## config.mk

```make
export PLATFORM = sky130hd
export DESIGN_NAME = pipe_stage_reg
export DESIGN_NICKNAME = d
export VERILOG_FILES = /design/src/rtl/pipe_pkg.sv /design/src/rtl/pipe_stage_entry.sv /design/src/rtl/pipe_stage_reg.sv
export SDC_FILE = /design/constraint.sdc
export NUM_CORES = 1
export LEC_CHECK = 0
export CAP_MARGIN = 30
export CORE_MARGIN = 8
export CORE_UTILIZATION = 47
export CTS_CLUSTER_DIAMETER = 80
export CTS_CLUSTER_SIZE = 24
export DETAILED_ROUTE_END_ITERATION = 10
export PLACE_DENSITY_LB_ADDON = 0.3
export SKIP_LAST_GASP = 1
export SLEW_MARGIN = 10
export SYNTH_ARGS = -nofsm -noshare
export SYNTH_HDL_FRONTEND = slang
export SYNTH_SLANG_ARGS = --single-unit
```

## constraint.sdc

```tcl
create_clock -name clk -period 4.48 [get_ports clk]
set_input_delay 0.672 -clock clk [delete_from_list [all_inputs] [get_ports clk]]
set_output_delay 0.672 -clock clk [all_outputs]
set_load 0.02 [all_outputs]
```

## src/rtl/pipe_pkg.sv

```systemverilog
// Shared types and default widths for the configurable pipeline stage register.
// A control bundle of all zeros is treated downstream as a bubble.
package pipe_pkg;

  typedef enum logic [1:0] {
    EMPTY = 2'd0,
    FULL  = 2'd1,
    SKID  = 2'd2
  } state_t;

  localparam int IF_ID_CTRL_W  = 16;
  localparam int IF_ID_DATA_W  = 64;
  localparam int ID_EX_CTRL_W  = 16;
  localparam int ID_EX_DATA_W  = 133;
  localparam int EX_MEM_CTRL_W = 16;
  localparam int EX_MEM_DATA_W = 101;
  localparam int MEM_WB_CTRL_W = 16;
  localparam int MEM_WB_DATA_W = 69;

  localparam int MAX_CTRL_W = 64;
  localparam logic [MAX_CTRL_W-1:0] BUBBLE_CTRL = '0;

endpackage

```

## src/rtl/pipe_stage_entry.sv

```systemverilog
// One held instruction: control and data registers with load enable.
// Clearing the control part takes priority over loading it.
module pipe_stage_entry
  import pipe_pkg::*;
#(
  parameter int CTRL_W = ID_EX_CTRL_W,
  parameter int DATA_W = ID_EX_DATA_W
) (
  input  logic              clk,
  input  logic              reset,
  input  logic              load,
  input  logic              clear,
  input  logic [CTRL_W-1:0] in_ctrl,
  input  logic [DATA_W-1:0] in_data,
  output logic [CTRL_W-1:0] ctrl,
  output logic [DATA_W-1:0] data
);

  always_ff @(posedge clk or negedge reset) begin
    if (!reset) begin
      ctrl <= '0;
    end else if (clear) begin
      ctrl <= BUBBLE_CTRL[CTRL_W-1:0];
    end else if (load) begin
      ctrl <= in_ctrl;
    end
  end

  always_ff @(posedge clk or negedge reset) begin
    if (!reset) begin
      data <= '0;
    end else if (load) begin
      data <= in_data;
    end
  end

endmodule

```

## src/rtl/pipe_stage_reg.sv

```systemverilog
// Configurable inter-stage register with valid/ready handshake,
// optional skid entry, flush-to-bubble and a saturating stall counter.
module pipe_stage_reg
  import pipe_pkg::*;
#(
  parameter int CTRL_W      = ID_EX_CTRL_W,
  parameter int DATA_W      = ID_EX_DATA_W,
  parameter bit SKID_EN     = 1'b1,
  parameter int STALL_CNT_W = 8
) (
  input  logic                   clk,
  input  logic                   reset,
  input  logic                   flush,
  input  logic                   in_valid,
  output logic                   in_ready,
  input  logic [CTRL_W-1:0]      in_ctrl,
  input  logic [DATA_W-1:0]      in_data,
  output logic                   out_valid,
  input  logic                   out_ready,
  output logic [CTRL_W-1:0]      out_ctrl,
  output logic [DATA_W-1:0]      out_data,
  output logic [1:0]             occupancy,
  output logic [STALL_CNT_W-1:0] stall_cnt
);

  state_t state, state_nxt;

  logic in_fire, out_fire;
  logic main_load, main_clear, main_sel;
  logic skid_load, skid_clear;

  logic [CTRL_W-1:0] main_ctrl, skid_ctrl, main_in_ctrl;
  logic [DATA_W-1:0] main_data, skid_data, main_in_data;

  // With the skid entry, ready depends on state alone so that
  // out_ready never reaches in_ready combinationally.
  assign out_valid = (state != EMPTY);
  assign in_ready  = SKID_EN ? (state != SKID)
                             : (!out_valid || out_ready);
  assign in_fire   = in_valid && in_ready;
  assign out_fire  = out_valid && out_ready;

  always_ff @(posedge clk or negedge reset) begin
    if (!reset) begin
      state <= EMPTY;
    end else begin
      state <= state_nxt;
    end
  end

  always_comb begin
    state_nxt = state;
    if (flush) begin
      state_nxt = EMPTY;
    end else begin
      unique case (state)
        EMPTY: if (in_fire) state_nxt = FULL;
        FULL: begin
          if (SKID_EN && in_fire && !out_ready)
            state_nxt = SKID;
          else if (!in_fire && out_fire)
            state_nxt = EMPTY;
        end
        SKID: if (out_fire) state_nxt = FULL;
        default: state_nxt = EMPTY;
      endcase
    end
  end

  always_comb begin
    occupancy  = 2'd0;
    main_load  = 1'b0;
    main_clear = flush;
    main_sel   = 1'b0;
    skid_load  = 1'b0;
    skid_clear = flush;
    unique case (state)
      EMPTY: main_load = in_fire;
      FULL: begin
        occupancy = 2'd1;
        main_load = in_fire && out_fire;
        if (!in_fire && out_fire)
          main_clear = 1'b1;
        skid_load = SKID_EN && in_fire && !out_ready;
      end
      SKID: begin
        occupancy = 2'd2;
        main_load = out_fire;
        main_sel  = 1'b1;
      end
      default: occupancy = 2'd0;
    endcase
  end

  assign main_in_ctrl = main_sel ? skid_ctrl : in_ctrl;
  assign main_in_data = main_sel ? skid_data : in_data;

  pipe_stage_entry #(
    .CTRL_W(CTRL_W),
    .DATA_W(DATA_W)
  ) u_main (
    .clk    (clk),
    .reset  (reset),
    .load   (main_load),
    .clear  (main_clear),
    .in_ctrl(main_in_ctrl),
    .in_data(main_in_data),
    .ctrl   (main_ctrl),
    .data   (main_data)
  );

  if (SKID_EN) begin : g_skid
    pipe_stage_entry #(
      .CTRL_W(CTRL_W),
      .DATA_W(DATA_W)
    ) u_skid (
      .clk    (clk),
      .reset  (reset),
      .load   (skid_load),
      .clear  (skid_clear),
      .in_ctrl(in_ctrl),
      .in_data(in_data),
      .ctrl   (skid_ctrl),
      .data   (skid_data)
    );
  end else begin : g_no_skid
    assign skid_ctrl = '0;
    assign skid_data = '0;
  end

  assign out_ctrl = main_ctrl;
  assign out_data = main_data;

  always_ff @(posedge clk or negedge reset) begin
    if (!reset) begin
      stall_cnt <= '0;
    end else if (out_valid && !out_ready && !flush
                 && stall_cnt != '1) begin
      stall_cnt <= stall_cnt + STALL_CNT_W'(1);
    end
  end

endmodule

```

==> results of run 1 <==
[cell type report]
class                      instances  area, µm²
tap                              341      426.7
timing repair buffer             328       3343
multi-input combinational       1090       4702
fill                            2363      10300
antenna                            1      2.502
clock buffer                      17      425.4
sequential                       308       7707
inverter                           3      13.76
clock inverter                     1      30.03
[final timing paths]
path,endpoint,slack (ns)
worst min register to register,g_skid.u_skid.data[84],0.48
max in group asynchronous,g_skid.u_skid.data[120],3.23
min in group clk,g_skid.u_skid.data[84],0.48
worst max-delay path,in_ready,1.43
worst max register to register,u_main.data[9],1.45
worst min-delay path,u_main.data[15],0.21
[state kept, by name, summed over array words and instances (netlist names)]
signal	flops
g_skid.u_skid.data	133
u_main.data	133
g_skid.u_skid.ctrl	16
u_main.ctrl	16
stall_cnt	8
state	2
[worst register-to-register path: stages (launching register included)]
cell      delay (ns)
dfrtp_1         0.45
nand2b_4        0.54
inv_4           0.18
buf_4           0.46
buf_16          0.34
buf_4           0.63
nand2_1         0.12
a31oi_1         0.23
[routing by layer]
metal / global-route usage [%] / vias up / wire [µm] / part of all wire (%)
met2: 34.58 / 350 / 16910 / 47
met1: 27.78 / 5254 / 15220 / 43
met3: 4.990 / 55 / 2534 / 7.1
li1: - / 5287 / - / -
met5: 0 / - / 27 / 0.076
met4: 5.346 / 4 / 911 / 2.6
[power breakdown]
part | switching (W) | internal (W)
clock | 0.000873 | 0.000740
combinational | 0.000893 | 0.000761
sequential | 0.000300 | 0.00329
[logic make-up after synthesis]
group	count (synthesis)	synth area share (%)
AOI/OAI and AO/OA	174	8.611
adders and majority gates	1	0.09685
and+or+nand+nor	910	27.10
buffers and inverters	105	4.126
xor gates and xnor gates	2	0.1356
DFF	308	59.67
muxes	3	0.2615
[cell usage in the layout, fill, tap and decap left out, drive strengths merged]
cell type / Yosys / routed
inv: 3 / 3
a2bb2oi: 1 / 1
dfrtp: 308 / 308
clkdlybuf4s50: 0 / 313
clkbuf: 29 / 17
a31oi: 134 / 134
buf: 73 / 15
nand3: 3 / 3
nor2b: 4 / 4
bufinv: 0 / 1
a21oi: 19 / 19
and3: 2 / 2
o21ai: 1 / 1
nor3b: 1 / 1
nor2: 154 / 154
nor3: 1 / 1
a41oi: 1 / 1
a311oi: 16 / 16
nand2b: 3 / 3
nand3b: 2 / 2
nor4b: 1 / 1
nand2: 735 / 735
a31o: 1 / 1
xnor2: 2 / 2
nor4: 1 / 1
nand4: 2 / 2
o21a: 1 / 1
diode: 0 / 1
mux2: 3 / 3
ha: 1 / 1
and4: 1 / 1
[stage by stage]
| stage | hold WS (ns) | area (µm²) | util, % |
|---|---|---|---|
| 6_report | 0.2119 | 16650 | 61.78 |
| 5_1_grt | 0.2730 | 16650 | 61.78 |
| 4_1_cts | 0.2587 | 16620 | 61.67 |
| 3_5_place_dp | 0.4616 | 16170 | 59.98 |
| 3_3_place_gp | 0.4561 | 16140 | 59.88 |
| 2_1_floorplan | 0.3764 | 12920 | - |
==> metrics.cfg, run 1 <==
[outcome]
status = finished, final reports clean

[global_route]
grt_usage_pct = 21.06
grt_overflow = 0
grt_pass1_wl_um = 57610
antenna_found_initial = 3
grt_max_degree = 223
grt_pass1_vias = 10830

[die]
fp.dieW_um = 181.8
die_area_mm2 = 0.03304
die_h_um = 181.8
io_pins = 315
start_util_pct = 47.93
core_area_mm2 = 0.02695
num_rows = 60

[power_and_ir_drop]
p_total_w = 0.006855
vdd_drop_max_uv = 244.8
leakagePower_nw = 7.661
power_density_mw_per_mm2 = 411.7

[routing]
first_pass_iters = 5
wirelength_um = 35600
vias = 10950
drt_iter0_markers = 1015
wl_per_cell_um = 17.04
drcViolationCount = 0
postRouteAntennaNets = 0
viasPerCell = 5.242

[cells_and_area]
final_cells = 2089
fin_nets = 1902
synthToLayoutAreaGrowth_pct = 28.90
final_layout_size_suffix_gt1_share_pct = 2.404

[clocking]
clk_pin_slew_ns = 0.10
cts_buffers = 16
clockBufferDepth = 3
cts_tree = done
root_buffer = clkbuf_16
ctsHoldBuffers = 0
cts-resized-gates = 0
htree_levels = 1
clock_sinks = 308
clk_latency_ns = 0.50
cts_setup_buffers = 0

[critical_path]
path_depth = 2
endpoint_kind = output pin
crit_type = reg -> out
crit_chain = nand2b_4, clkdlybuf4s50_1
cp-start-kind = flop
slowest_delay_ns = 0.75
rr_startpoint = state[0]
cp_slowest_cell = clkdlybuf4s50_1
cp-startpoint = state[0]
rr_worst_depth = 7
arrival_ns = 2.38
worstPathRequired_ns = 3.81
critPathBufInv = 1
cp_max_fo = 65
path_delay_family = buffers and inverters

[placed_design]
place_hpwl_um = 23040
place_ws_ns = 1.479
dp_cells = 2069
io_buffer_count = 314
place_congestion = 0.8081

[logic_synthesis]
yosysMostFrequentCell = nand2_1
synth_common_cells = 735 x nand2_1, 308 x dfrtp_1, 154 x nor2_1, 134 x a31oi_1, 48 x buf_2
synth_edf_count = 0
synth_top_cell_area_share_pct = 59.67
synth_area_leader_cell = dfrtp_1
yosysWarnings = 0
yosys_most_used_dff = dfrtp_1
synth_area_leaders = dfrtp_1 60%, nand2_1 21%, a31oi_1 6.5%
synthCells = 1503
avgSynthCellArea_um2 = 8.594
synthArstFlopShare_pct = 100.0
synth_fp_nets = 1658
netlist_area_mm2 = 0.01292
ys_ff_latch = 308
ys_types = 33
synth-seq-area-share_pct = 59.67

[timing]
tightest_slew_ns = 1.034
final_max_slew_viol_count = 0
max_slew_margin_pct = 31.06
fin_crit_ns = 3.049
fmaxAchievable_mhz = 328.0
worst_slack_ns = 1.431
hold_violations = 0
rsz0062_at_grt = false
setup_viol = 0
finalClockSkew_ns = 0.01190
min_period_over_period_pct = 68.06
final.setup.tns_ns = 0

[hold_path]
hold_path_class = in -> async

[job]
cap_viol_max_count = 0

No activity file was read; power rests on OpenSTA's default activity.
==> inputs of run 2 (changes only) <==
Settings changed: CORE_UTILIZATION 47 to 45.
Clock period 4.48 ns to 2.55 ns, I/O delays scaled along.
==> metrics.cfg, run 2 (synthesis gave the netlist of run 1 again) <==
[outcome]
status = finished, final reports clean  ; unchanged

[routing]
drt_iter0_markers = 978  ; was 1015
vias = 11110  ; was 10.95k
wl_per_cell_um = 17.02  ; was 17.04 µm
wirelength_um = 36660  ; was 35600 µm
drcViolationCount = 0  ; unchanged
postRouteAntennaNets = 0  ; unchanged
first_pass_iters = 7  ; was 5
viasPerCell = 5.157  ; was 5.242

[timing]
final.setup.tns_ns = 0  ; unchanged
fin_crit_ns = 2.478
tightest_slew_ns = 0.7760  ; was 1.034 ns
min_period_over_period_pct = 97.17
fmaxAchievable_mhz = 403.6
final_max_slew_viol_count = 0  ; unchanged
finalClockSkew_ns = 0.01705  ; was 0.01190 ns
max_slew_margin_pct = 48.27  ; was 31.06%
setup_viol = 0  ; unchanged
hold_violations = 0  ; unchanged
worst_slack_ns = 0.07221  ; was 1.431 ns
rsz0062_at_grt = false  ; unchanged
fin_hold_ws_ns = 0.4290  ; was 0.2119 ns

[power_and_ir_drop]
power_density_mw_per_mm2 = 711.4  ; was 411.7 mW/mm²
leakagePower_nw = 7.802  ; was 7.661 nW
p_total_w = 0.01208  ; was 0.006855 W
vdd_drop_max_uv = 415.9  ; was 244.8 µV

[critical_path]
endpoint_kind = output pin  ; unchanged
worstPathRequired_ns = 2.17  ; was 3.81 ns
slowest_delay_ns = 0.64  ; was 0.75 ns
crit_chain = nand2b_4, inv_8, clkdlybuf4s50_1  ; was nand2b_4, clkdlybuf4s50_1
arrival_ns = 2.10  ; was 2.38 ns
cp-start-kind = flop  ; unchanged
crit_type = reg -> out  ; unchanged
cp_max_fo = 24  ; was 65
cp_slowest_cell = clkdlybuf4s50_1  ; unchanged

[clocking]
cts_setup_buffers = 0  ; unchanged
htree_levels = 1  ; unchanged
clockBufferDepth = 3  ; unchanged
clk_pin_slew_ns = 0.10  ; about the same
root_buffer = clkbuf_16  ; unchanged
clock_sinks = 308  ; unchanged
clk_latency_ns = 0.50  ; about the same
cts_tree = done  ; unchanged
cts_buffers = 16  ; unchanged

[cells_and_area]
synthToLayoutAreaGrowth_pct = 31.45  ; was 28.90%
fin_nets = 1921  ; was 1902
fillCellCount = 2486  ; was 2363
register_area_mm2 = 0.007707  ; unchanged
top_regs = g_skid.u_skid.data x133, u_main.data x133  ; unchanged
layout_commonest_cell = nand2_1  ; unchanged
final_layout_size_suffix_gt1_share_pct = 3.452  ; was 2.404%
layout_common_cells = 735 x nand2_1, 313 x clkdlybuf4s50_1, 308 x dfrtp_1  ; unchanged
fin_util_pct = 59.64  ; was 61.78%
multiInputGateArea_mm2 = 0.004702  ; unchanged

[die]
die_area_mm2 = 0.03438  ; was 0.03304 mm²
num_rows = 62  ; was 60
io_pins = 315  ; unchanged
start_util_pct = 45.37  ; was 47.93%
fp.dieW_um = 185.4  ; was 181.8 µm
core_area_mm2 = 0.02847  ; was 0.02695 mm²
die_h_um = 185.4  ; was 181.8 µm

[global_route]
grt_usage_pct = 20.62  ; was 21.06%
grt_pass1_vias = 10970  ; was 10.83k
antenna_found_initial = 7  ; was 3
grt_max_degree = 139  ; was 223
grt_overflow = 0  ; unchanged
grt_pass1_wl_um = 57690  ; was 57610 µm

[placed_design]
io_buffer_count = 314  ; unchanged
place_hpwl_um = 24410  ; was 23040 µm
place_ws_ns = 0.2363  ; was 1.479 ns
place_congestion = 0.8005  ; was 0.8081

[hold_path]
hold_path_class = in -> reg  ; was in -> async

[job]
cap_viol_max_count = 0  ; unchanged

-- run 2: cell types whose count changed in the layout (fill, tap and decap cells not counted) --
cell           delta
buf_12           +13
buf_4             +7
buf_16            -2
clkbuf_8          +2
diode_2           +2
bufinv_16         -1
dlygate4sd3_1     +1
inv_4             -1
inv_8             +1
-- run 2: repair_timing --
item,in CTS,in global routing
resized for setup,1,1
hold endpoints to repair,67,0
setup endpoints to repair,1,1
hold buffers,1,0
-- run 2: cell type report --
class                           count  area share [%]
Tap cell                          384           2.830
Clock buffer                       19           2.667
Multi-Input combinational cell   1090           27.69
Sequential cell                   308           45.39
Antenna cell                        3         0.04421
Timing Repair Buffer              347           21.27
Inverter                            3          0.1105
-- run 2: worst paths after layout --
| kind | to | slack [ns] | depth (start not counted) | startpoint |
|---|---|---|---|---|
| worst max-delay path | occupancy[1] | 0.07 | 3 | state[0] |
| worst max register to register | u_main.ctrl[11] | 0.64 | 5 | state[0] |
| worst min register to register | g_skid.u_skid.data[33] | 0.48 | 2 | g_skid.u_skid.data[33] |
| min in group asynchronous | g_skid.u_skid.data[14] | 0.45 | 2 | reset |
| worst min-delay path | g_skid.u_skid.data[52] | 0.43 | 3 | in_data[52] |
| max in group asynchronous | state[1] | 1.28 | 3 | reset |
-- run 2: where the power goes --
part / internal (W) / total, W / switching (W)
combinational: 0.00139 / 0.00298 / 0.00159
sequential: 0.00578 / 0.00632 / 0.000544
clock: 0.00126 / 0.00278 / 0.00152
total: 0.00843 / 0.0121 / 0.00365
-- run 2: critical path, delay by kind of cell (launching register included) --
| kind | cells | cell delay, ns |
|---|---|---|
| flops | 1 | 0.45 |
| buf+inv | 2 | 0.86 |
| simple gates | 1 | 0.29 |
-- run 2: per-layer routing --
layer | part of all wire, % | routed length [µm] | GRT usage [%] | up-vias
met4 | 1.9 | 709 | 5.122 | 8
li1 | - | - | - | 5327
met3 | 8.1 | 2986 | 4.747 | 56
met1 | 42 | 15540 | 27.17 | 5370
met2 | 47 | 17370 | 34.03 | 348
met5 | 0.16 | 57 | 0 | -
-- run 2: metrics by stage --
step	instances	cell area (µm²)
finish	2154	16980
global route	2154	16980
CTS	2151	16970
detailed placement	2131	16500
global placement	2131	16500
floorplan	1503	12920
==> inputs of run 3 (changes only) <==
Settings changed: CORE_UTILIZATION 45 to 46, SYNTH_HIERARCHICAL set to 1.
==> metrics.cfg, run 3 <==
[logic_synthesis]
avgSynthCellArea_um2 = 12.18  ; was 8.594 µm²
yosysWarnings = 6  ; was 0
ys_ff_latch = 308  ; unchanged
yosys_most_used_dff = dfrtp_1  ; unchanged
synth_fp_nets = 1358  ; was 1658
synthCells = 1203  ; was 1503
synth_area_leaders = dfrtp_1 53%, mux2_4 19%, nand2_1 11%  ; was dfrtp_1 60%, nand2_1 21%, a31oi_1 6.5%
yosysMostFrequentCell = nand2_1  ; unchanged
synth_common_cells = 448 x nand2_1, 308 x dfrtp_1, 188 x mux2_4, 81 x mux2_2  ; was 735 x nand2_1, 308 x dfrtp_1, 154 x nor2_1, 134 x a31oi_1, 48 x buf_2
synth_area_leader_cell = dfrtp_1  ; unchanged
netlist_area_mm2 = 0.01465  ; was 0.01292 mm²
synth_edf_count = 0  ; unchanged
synth_top_cell_area_share_pct = 52.62  ; was 59.67%
synth-seq-area-share_pct = 52.62  ; was 59.67%
ys_types = 38  ; was 33
synthArstFlopShare_pct = 100.0  ; unchanged

[hold_path]
hold_path_class = in -> async  ; was in -> reg

[outcome]
status = finished, final reports clean  ; unchanged

[clocking]
clk_latency_ns = 0.51  ; was 0.50 ns
clock_sinks = 308  ; unchanged
cts_tree = done  ; unchanged
root_buffer = clkbuf_16  ; unchanged
cts_buffers = 18  ; was 16
clk_pin_slew_ns = 0.09  ; was 0.10 ns
htree_levels = 1  ; unchanged
clockBufferDepth = 3  ; unchanged

[timing]
fin_hold_ws_ns = 0.4337  ; was 0.4290 ns
min_period_over_period_pct = 92.07  ; was 97.17%
rsz0062_at_grt = false  ; unchanged
final_max_slew_viol_count = 0  ; unchanged
hold_violations = 0  ; unchanged
setup_viol = 0  ; unchanged
tightest_slew_ns = 0.8021  ; was 0.7760 ns
max_slew_margin_pct = 46.53  ; was 48.27%
fin_crit_ns = 2.348  ; was 2.478 ns
fmaxAchievable_mhz = 425.9  ; was 403.6 MHz
final.setup.tns_ns = 0  ; unchanged
finalClockSkew_ns = 0.01506  ; was 0.01705 ns

[placed_design]
io_buffer_count = 314  ; unchanged
place_hpwl_um = 25000  ; was 24410 µm
place_congestion = 0.7886  ; was 0.8005

[power_and_ir_drop]
clkPwrFrac_pct = 23.7  ; was 23.0%
p_sw_share_pct = 28.57  ; was 30.23%
power.share.sequential_pct = 48.4  ; was 52.3%
pwr-share-comb_pct = 27.9  ; was 24.7%
vdd_drop_max_uv = 495.0  ; was 415.9 µV
p_int_w = 0.009605  ; was 0.008428 W
leakagePower_nw = 8.805  ; was 7.802 nW
power_density_mw_per_mm2 = 719.5  ; was 711.4 mW/mm²
p_sw_w = 0.003842  ; was 0.003652 W

[critical_path]
endpoint_kind = output pin  ; unchanged
cp_max_fo = 8  ; was 24
arrival_ns = 1.97  ; was 2.10 ns
rr_startpoint = state[1]  ; was state[0]
crit_type = reg -> out  ; unchanged
cp-start-kind = flop  ; unchanged
reg2reg_to = u_main/ctrl[11]  ; was u_main.ctrl[11]
rr_worst_depth = 7  ; was 5
r2r_slack_ns = 0.54  ; was 0.64 ns
cp-startpoint = state[0]  ; unchanged
worstPathRequired_ns = 2.17  ; about the same

[cells_and_area]
fin_nets = 1660  ; was 1921
synthToLayoutAreaGrowth_pct = 27.59  ; was 31.45%
layout_commonest_cell = nand2_1  ; unchanged
final_layout_size_suffix_gt1_share_pct = 22.70  ; was 3.452%
top_regs = g_skid.u_skid/data x133, u_main/data x133  ; was g_skid.u_skid.data x133, u_main.data x133
layout_common_cells = 448 x nand2_1, 312 x clkdlybuf4s50_1, 308 x dfrtp_1  ; was 735 x nand2_1, 313 x clkdlybuf4s50_1, 308 x dfrtp_1

[routing]
first_pass_iters = 4  ; was 7
wl_per_cell_um = 18.85  ; was 17.02 µm
vias = 9674  ; was 11.11k
viasPerCell = 5.054  ; was 5.157
wirelength_um = 36090  ; was 36660 µm
drcViolationCount = 0  ; unchanged
postRouteAntennaNets = 0  ; unchanged
drt_iter0_markers = 545  ; was 978

[die]
die_area_mm2 = 0.03781  ; was 0.03438 mm²
die_h_um = 194.4  ; was 185.4 µm
fp.dieW_um = 194.4  ; was 185.4 µm
core_area_mm2 = 0.03147  ; was 0.02847 mm²
io_pins = 315  ; unchanged
num_rows = 65  ; was 62
start_util_pct = 46.54  ; was 45.37%

[global_route]
grt_pass1_wl_um = 59250  ; was 57690 µm
grt_overflow = 0  ; unchanged
antenna_found_initial = 0  ; was 7
grt_usage_pct = 18.85  ; was 20.62%
grt_pass1_vias = 10380  ; was 10.97k
grt_max_degree = 83  ; was 139

[job]
cap_viol_max_count = 0  ; unchanged

==> run 3: cell types whose count changed after synthesis, sizes merged, moves of 2 or more <==
cell	previous run	this run
a21oi	19	4
a311oi	16	0
a31oi	134	2
buf	73	68
clkbuf	29	4
mux2	3	270
mux2i	0	32
nand2	735	448
nand3b	2	0
nor2	154	33
==> run 3: cell type report <==
| cell class | instances | area (µm²) |
|---|---|---|
| Fill cell | 2519 | 12790 |
| Sequential cell | 308 | 7707 |
| Multi-Input combinational cell | 820 | 6158 |
| Timing Repair Buffer | 354 | 3729 |
| Tap cell | 402 | 503.0 |
| Clock buffer | 20 | 479.2 |
| Clock inverter | 6 | 95.09 |
| Inverter | 3 | 13.76 |
| Antenna cell | 1 | 2.502 |
==> run 3: worst max-delay path by stage <==
stage	slack, ns	to	cells past startpoint
2_1_floorplan	0.58	u_main/data[128]	9
3_3_place_gp	0.22	g_skid.u_skid/data[74]	6
3_5_place_dp	0.17	u_main/ctrl[11]	8
4_1_cts	0.02	occupancy[1]	3
5_1_grt	0.08	occupancy[0]	2
6_report	0.20	occupancy[0]	2
==> run 3: worst max-delay path: stages (launching register included) <==
cell and delay [ns]:
dfrtp_1 0.52, nor2b_1 0.26, clkdlybuf4s50_1 0.68
==> run 3: through the flow <==
stage | std cells | cell area [µm²] | utilization, % | power, W | worst slack [ns]
final | 1914 | 18690 | 59.38 | 0.01345 | 0.2022
after global routing | 1913 | 18690 | 59.37 | 0.01408 | 0.08174
after CTS | 1913 | 18680 | 59.36 | 0.01360 | 0.01549
after detailed placement | 1886 | 18100 | 57.50 | 0.01036 | 0.1663
after global placement | 1886 | 18100 | 57.50 | 0.01025 | 0.2160
after floorplan | 1203 | 14650 | - | 0.008720 | 0.5789
==> run 3: logic make-up after synthesis <==
kind of cell    count (synthesis)  synth area share [%]
flops                         308                 52.62
xor+xnor                        1               0.05981
buf+inv                        75                 5.493
compound gates                 16                0.8201
simple gates                  500                 13.16
mux                           302                 27.76
fa+ha+maj                       1               0.08541
==> run 3: layer usage <==
layer	track usage, %	share of wire [%]
met5	0	0
met4	3.989	1.8
met3	5.113	7.0
met2	29.19	45
met1	26.22	47
==> run 3: power by group through the flow <==
stage          Clock (W)  Sequential [W]  Combinational (W)
2_1_floorplan          0         0.00689            0.00183
6_report         0.00319         0.00651            0.00375
5_1_grt          0.00345         0.00663            0.00400
3_5_place_dp           0         0.00657            0.00379
3_3_place_gp           0         0.00655            0.00370
4_1_cts          0.00330         0.00650            0.00380
==> run 3: repair_timing <==
| action | CTS | global route |
|---|---|---|
| hold buffers | 1 | 0 |
| hold endpoints to repair | 64 | 0 |
| buffers inserted | 0 | 0 |
| gates resized for setup | 0 | 1 |
| endpoints found under the setup margin | 0 | 1 |
